--- src/rtl/mux_scan.sv ---
// mux_scan: N-channel registered multiplexer with manual channel load,
// round-robin scan with programmable dwell, sample-and-hold freeze and
// status pulses for channel change, wrap-around and illegal selection.
module mux_scan #(
    parameter int WIDTH    = 4,
    parameter int CHANNELS = 4,
    parameter int SEL_W    = 2,
    parameter int DWELL    = 3
) (
    input  logic                      clk,
    input  logic                      reset,
    input  logic [CHANNELS*WIDTH-1:0] data_in,
    input  logic                      mode,
    input  logic                      sel_load,
    input  logic [SEL_W-1:0]          sel_in,
    input  logic                      hold,
    output logic [WIDTH-1:0]          s,
    output logic [SEL_W-1:0]          ch,
    output logic                      ch_change,
    output logic                      wrap,
    output logic                      err
);

    // A one-bit counter still works for DWELL of 1 or 2.
    localparam int                CNT_W    = (DWELL > 1) ? $clog2(DWELL) : 1;
    localparam int                NCODES   = 2 ** SEL_W;
    localparam logic [SEL_W:0]    CH_LIMIT = (SEL_W + 1)'(CHANNELS);
    localparam logic [SEL_W-1:0]  CH_LAST  = SEL_W'(CHANNELS - 1);
    localparam logic [CNT_W-1:0]  CNT_LAST = CNT_W'(DWELL - 1);

    // Unpacked view of the input channels; unused index codes read as zero
    // so the mux is fully defined even though ch never reaches them.
    logic [WIDTH-1:0] chan [NCODES];

    generate
        for (genvar gi = 0; gi < NCODES; gi++) begin : g_chan
            if (gi < CHANNELS) begin : g_used
                assign chan[gi] = data_in[gi*WIDTH +: WIDTH];
            end else begin : g_unused
                assign chan[gi] = '0;
            end
        end
    endgenerate

    logic [WIDTH-1:0] s_q, s_d;
    logic [SEL_W-1:0] ch_q, ch_d;
    logic [CNT_W-1:0] cnt_q, cnt_d;
    logic             mode_q, mode_d;
    logic             chg_q, chg_d;
    logic             wrap_q, wrap_d;
    logic             err_q, err_d;

    logic sel_valid;
    logic mode_flip;
    logic at_last;

    // Next-state selection: valid load beats hold, hold beats scan advance.
    always_comb begin
        s_d       = s_q;
        ch_d      = ch_q;
        cnt_d     = cnt_q;
        mode_d    = mode;
        chg_d     = 1'b0;
        wrap_d    = 1'b0;
        sel_valid = sel_load && ({1'b0, sel_in} < CH_LIMIT);
        mode_flip = (mode != mode_q);
        at_last   = (cnt_q == CNT_LAST);
        // An illegal index is flagged but otherwise ignored.
        err_d     = sel_load && !sel_valid;

        // Output register samples the channel selected before this edge.
        if (!hold) begin
            s_d = chan[ch_q];
        end

        if (sel_valid) begin
            ch_d  = sel_in;
            cnt_d = '0;
            chg_d = (sel_in != ch_q);
        end else if (mode_flip) begin
            // A mode switch restarts the dwell count without moving ch.
            cnt_d = '0;
        end else if (hold) begin
            cnt_d = cnt_q;
        end else if (!mode) begin
            cnt_d = '0;
        end else if (at_last) begin
            cnt_d  = '0;
            ch_d   = (ch_q == CH_LAST) ? '0 : ch_q + 1'b1;
            chg_d  = 1'b1;
            wrap_d = (ch_q == CH_LAST);
        end else begin
            cnt_d = cnt_q + 1'b1;
        end
    end

    // State register; mode is tracked during reset so a scan held across
    // reset restarts with a full dwell on channel 0.
    always_ff @(posedge clk) begin
        if (reset) begin
            s_q    <= '0;
            ch_q   <= '0;
            cnt_q  <= '0;
            mode_q <= mode;
            chg_q  <= 1'b0;
            wrap_q <= 1'b0;
            err_q  <= 1'b0;
        end else begin
            s_q    <= s_d;
            ch_q   <= ch_d;
            cnt_q  <= cnt_d;
            mode_q <= mode_d;
            chg_q  <= chg_d;
            wrap_q <= wrap_d;
            err_q  <= err_d;
        end
    end

    assign s         = s_q;
    assign ch        = ch_q;
    assign ch_change = chg_q;
    assign wrap      = wrap_q;
    assign err       = err_q;

endmodule

--- config.mk ---
export PLATFORM = sky130hd
export DESIGN_NAME = mux_scan
export DESIGN_NICKNAME = d
export VERILOG_FILES = /design/src/rtl/mux_scan.sv
export SDC_FILE = /design/constraint.sdc
export NUM_CORES = 1
export LEC_CHECK = 0
export BUFFER_PORTS_ARGS = -buffer_cell sky130_fd_sc_hd__buf_2
export CORE_MARGIN = 5
export CORE_UTILIZATION = 45
export DETAILED_ROUTE_END_ITERATION = 8
export PLACE_DENSITY_LB_ADDON = 0.05
export SLEW_MARGIN = 15
export SYNTH_ARGS = -nofsm -noshare
export SYNTH_HDL_FRONTEND = slang
export SYNTH_SLANG_ARGS = --single-unit
--- constraint.sdc ---
create_clock -name clk -period 2.7 [get_ports clk]
set_input_delay 0.27 -clock clk [delete_from_list [all_inputs] [get_ports clk]]
set_output_delay 0.27 -clock clk [all_outputs]
set_load 0.03 [all_outputs]
======== Word-level counts from Yosys, hierarchy flattened ========
Index checks and enable logic that the tools add are counted.
storage, ports and cells
  flip-flop bits (word level) ............. 11
  input port bits ......................... 23
cells by class
  $add $sub $neg .......................... 2
  magnitude comparators ................... 1
  equal/unequal tests ..................... 6
  mux-type cells .......................... 16
  bitwise operators ....................... 3
  reduce and logical (&&, ||, !) cells .... 5
operators by type and width
  operator               number
  $mux W2                8
  $bmux W4 S2            1
  $mux W4                2
  $reduce_or A6 Y1       1
  $mux W1                5
  $add A2 B1 Y2 const B  2
  $eq A2 B2 Y1 const B   2
  $ne A2 B2 Y1 const B   2
  $reduce_and A4 Y1      1
  $reduce_bool A2 Y1     2
  $ge A3 B3 Y1 const B   1
  $not A2 Y3             1
  $reduce_or A3 Y1       1
  $ne A2 B2 Y1           1
  $not A1 Y1             2
  $ne A1 B1 Y1           1

======== Depth between registers and ports, before layout ========
  depth in word-level cells ............... 7
  mapped depth ............................ 4
  gate-level depth less buffers ........... 4

======== Worst setup path before layout ========
Ideal clock, no wire load.
  path kind ............................... reg-to-reg
  from .................................... register ch_q[0], in the netlist ch[0]
  to ...................................... register s_q[0], in the netlist s[0]
  setup time .............................. 129 ps
  arrival ................................. 1313 ps
  path slack .............................. 1258 ps
  stages on the path, launching flop included .. 5
  clock period less this slack ............ 1442 ps
  cells stage by stage .................... dfxtp_1 -> buf_6 -> mux4_2 -> nand2_1 -> o21ai_0
between the ends
  longest elaborated chain between the ends .. 4
ends and longest elaborated chain
  what                                         line  source
  start: declaration                           46    logic [SEL_W-1:0] ch_q, ch_d;
  start signal: assignment                     110   ch_q <= ch_d;
  $not A2 Y3 (implied by the code)             73    s_d = chan[ch_q];
  $bmux W4 S2                                  73
  $mux W4 (implied by the code) (2 in series)  73
  end signal: assignment                       101   s_q <= '0;
  end signal: assignment                       109   s_q <= s_d;
  end: declaration                             45    logic [WIDTH-1:0] s_q, s_d;
Every way passes these cells. The select of a mux whose other input is x is not followed.
A chain may end at the register's enable or synchronous reset.

======== Worst setup path in the final report ========
Same ends and word-level chain as after synthesis.

==> results.toml <==
[synth]
syn_nets = 82
yosys.area_share.simple_pct = 18.0
ys_seq_elements = 11
synthXorXnorAreaFrac_pct = 4.50
ys_warn_count = 0
yosys.area_share.adder_pct = 2.14
synth_compound_area_share_pct = 13.5
synth_mux_area_share_pct = 17.1
synth-seq-area-share_pct = 37.7
synth_top_family_by_area = "simple AND/OR/NAND/NOR gates"
synth_cells = 58
yosysUniqueCellTypes = 23
synth_area_per_cell_sq_um = 10.1
synthesis.area_sq_um = 584

[clock_tree]
clock_latency_ps = 260
cts.sinks = 11
root_buffer = "clkbuf_4"
tritoncts = "done"
cts-hold-fix-buffers = 0
ctsResizeCount = 0
clk_pin_slew_ps = 70
cts_buffer_depth = 2
post_cts_buffers = 0
cts_max_level = 1
cts_buffers = 3

[timing]
min_period_ps = 1420
tns_ps = 0
clock_skew_ps = 2.01
fin_crit_sh_pct = 52.4
max_freq_mhz = 707
finalSetupViolations = 0
rsz0062_at_grt = "false"
finalMaxSlewViolations = 0
hold_viol_final = 0
whs_ps = 173

[cells_and_area]
final_core_utilization_pct = 58.5
area_growth_pct = 27.0
nets = 112
drive_gt1_share_pct = 46.0
diodes = 0
most-common-layout-cells = "buf_2 (30), dfxtp_1 (11), nand2_1 (9)"
final_common_cell = "buf_2"

[power_and_ir_drop]
power_mw = 0.375
leakage_nw = 0.333
p_per_area_mw_per_mm2 = 505
p_seq_share_pct = 48.6
combinationalPowerShare_pct = 22.4
switching_share_pct = 28.0
p_sw_mw = 0.105
ir_drop_mv = 0.275
pwr-share-clk_pct = 29.0
p_int_mw = 0.270

[floorplanning]
core_area_sq_mm = 0.00127
ios = 32
chipWidth_um = 46.0
dieArea_sq_mm = 0.00212
die_h_um = 46.0
start_util_pct = 46.1
rows = 13

[worst_setup_path]
cp_max_fo = 9
critPathBufInv = 0
crit_family = "flip-flops"
crit_path_max_incr_delay_ps = 580
crit_path_start_kind = "flip-flop"
critPathCaptureType = "flip-flop"
cp_slowest_cell = "dfxtp_1"
crit_type = "reg2reg"
worstPathRequired_ps = 2850
timing.rr.end = "s[0]"
r2r_cells = 3
path_depth = 3
r2r_slack_ps = 1280
r2r-start = "ch[0]"
arrival_ps = 1560
path_cells = "mux4_2 -> nand2_1 -> o21ai_0"

[drt]
via_count = 528
avgRoutedWirePerCell_um = 12.0
vias_per_cell = 5.18
ant_nets = 0
drc = 0
drt_pass1_iterations = 3
drt_iter0_markers = 9
wl_mm = 1.23

[status]
status = "finished clean"

[grt]
track_usage_pct = 12.1
grt_pass1_vias = 474
grt_pass1_wl_mm = 1.81
antenna_found_initial = 0
grt_max_degree = 11
globalRoute.totalOverflow = 0

[placed_design]
portBuffers = 30
gp_congestion = 0.709
hpwl_mm = 1.00

[worst_hold_path]
worstHoldStart = "mode"
hold_depth = 1
hold_class = "in2reg"
whs_endpoint = "mode_q"

[job]
drv_cap = 0
[per-layer routing]
layer | track usage (%) | part of all wire, %
met5 | 0 | 0
met4 | 5.11 | 0
met3 | 4.74 | 8.8
met2 | 17.0 | 44
met1 | 16.3 | 47
[how the worst max path moves through the flow]
stage	from	to	slack (ps)
global route	ch[0]	s[0]	1180
detailed placement	ch[0]	s[0]	1270
CTS	ch[0]	s[0]	1260
finish	ch[0]	s[0]	1280
global placement	ch[0]	s[0]	1330
floorplan	ch[0]	s[0]	1260
[worst reg2reg max path: cells and delay by family (launching register included)]
kind             cells  cell delay (ps)
AND/OR/NAND/NOR      1               80
multiplexers         1              570
AO/OA/AOI/OAI        1               70
flip-flops           1              580
[synth_stat cells]
master,count,area [sq um]
dfxtp_1,11,220
nand2_1,9,33.8
a211oi_1,4,30.0
mux4_2,4,90.1
nor2_1,4,15.0
o21ai_0,4,20.0
a21oi_1,3,15.0
buf_6,2,22.5
clkbuf_1,2,7.51
xnor2_1,2,17.5
a21o_1,1,7.51
a31oi_1,1,6.26
and2_2,1,7.51
and4bb_2,1,12.5
and4bb_4,1,16.3
buf_4,1,7.51
conb_1,1,3.75
ha_1,1,12.5
mux2i_1,1,10.0
nor3_1,1,5.00
nor4b_1,1,8.76
or3_1,1,6.26
xor2_1,1,8.76
[sequential cells by signal (all words and copies together), names as in the netlist]
name / flops
s: 4
mode_q: 1
wrap: 1
ch: 2
cnt_q: 2
ch_change: 1
[metrics by stage]
stage / setup slack (ps) / area [sq um] / std cells
6_report: 1280 / 742 / 102
5_1_grt: 1180 / 742 / 102
4_1_cts: 1260 / 742 / 102
3_5_place_dp: 1270 / 716 / 98
3_3_place_gp: 1330 / 716 / 98
2_1_floorplan: 1260 / 584 / 58
[power groups by stage]
| stage | clock network (mW) | logic [mW] | registers (mW) |
|---|---|---|---|
| 2_1_floorplan | 0 | 0.0466 | 0.199 |
| 3_3_place_gp | 0 | 0.0847 | 0.186 |
| 3_5_place_dp | 0 | 0.0844 | 0.187 |
| 4_1_cts | 0.110 | 0.0849 | 0.183 |
| 5_1_grt | 0.120 | 0.0904 | 0.184 |
| 6_report | 0.109 | 0.0840 | 0.182 |
[cell families (layout without fill, tap and decap cells)]
logic type | Yosys count | after routing
AOI/OAI and AO/OA | 13 | 13
and+or+nand+nor | 19 | 19
buffers and inverters | 5 | 34
xor gates and xnor gates | 3 | 3
DFF | 11 | 11
other | 1 | 1
muxes | 5 | 5
adders and majority gates | 1 | 1
[final cells by class]
type | count | area [sq um]
Timing Repair Buffer | 30 | 150
Clock buffer | 4 | 26.3
Multi-Input combinational cell | 42 | 327
Tap cell | 15 | 18.8
Fill cell | 110 | 527
Sequential cell | 11 | 220
No activity file was read; power rests on OpenSTA's default activity.
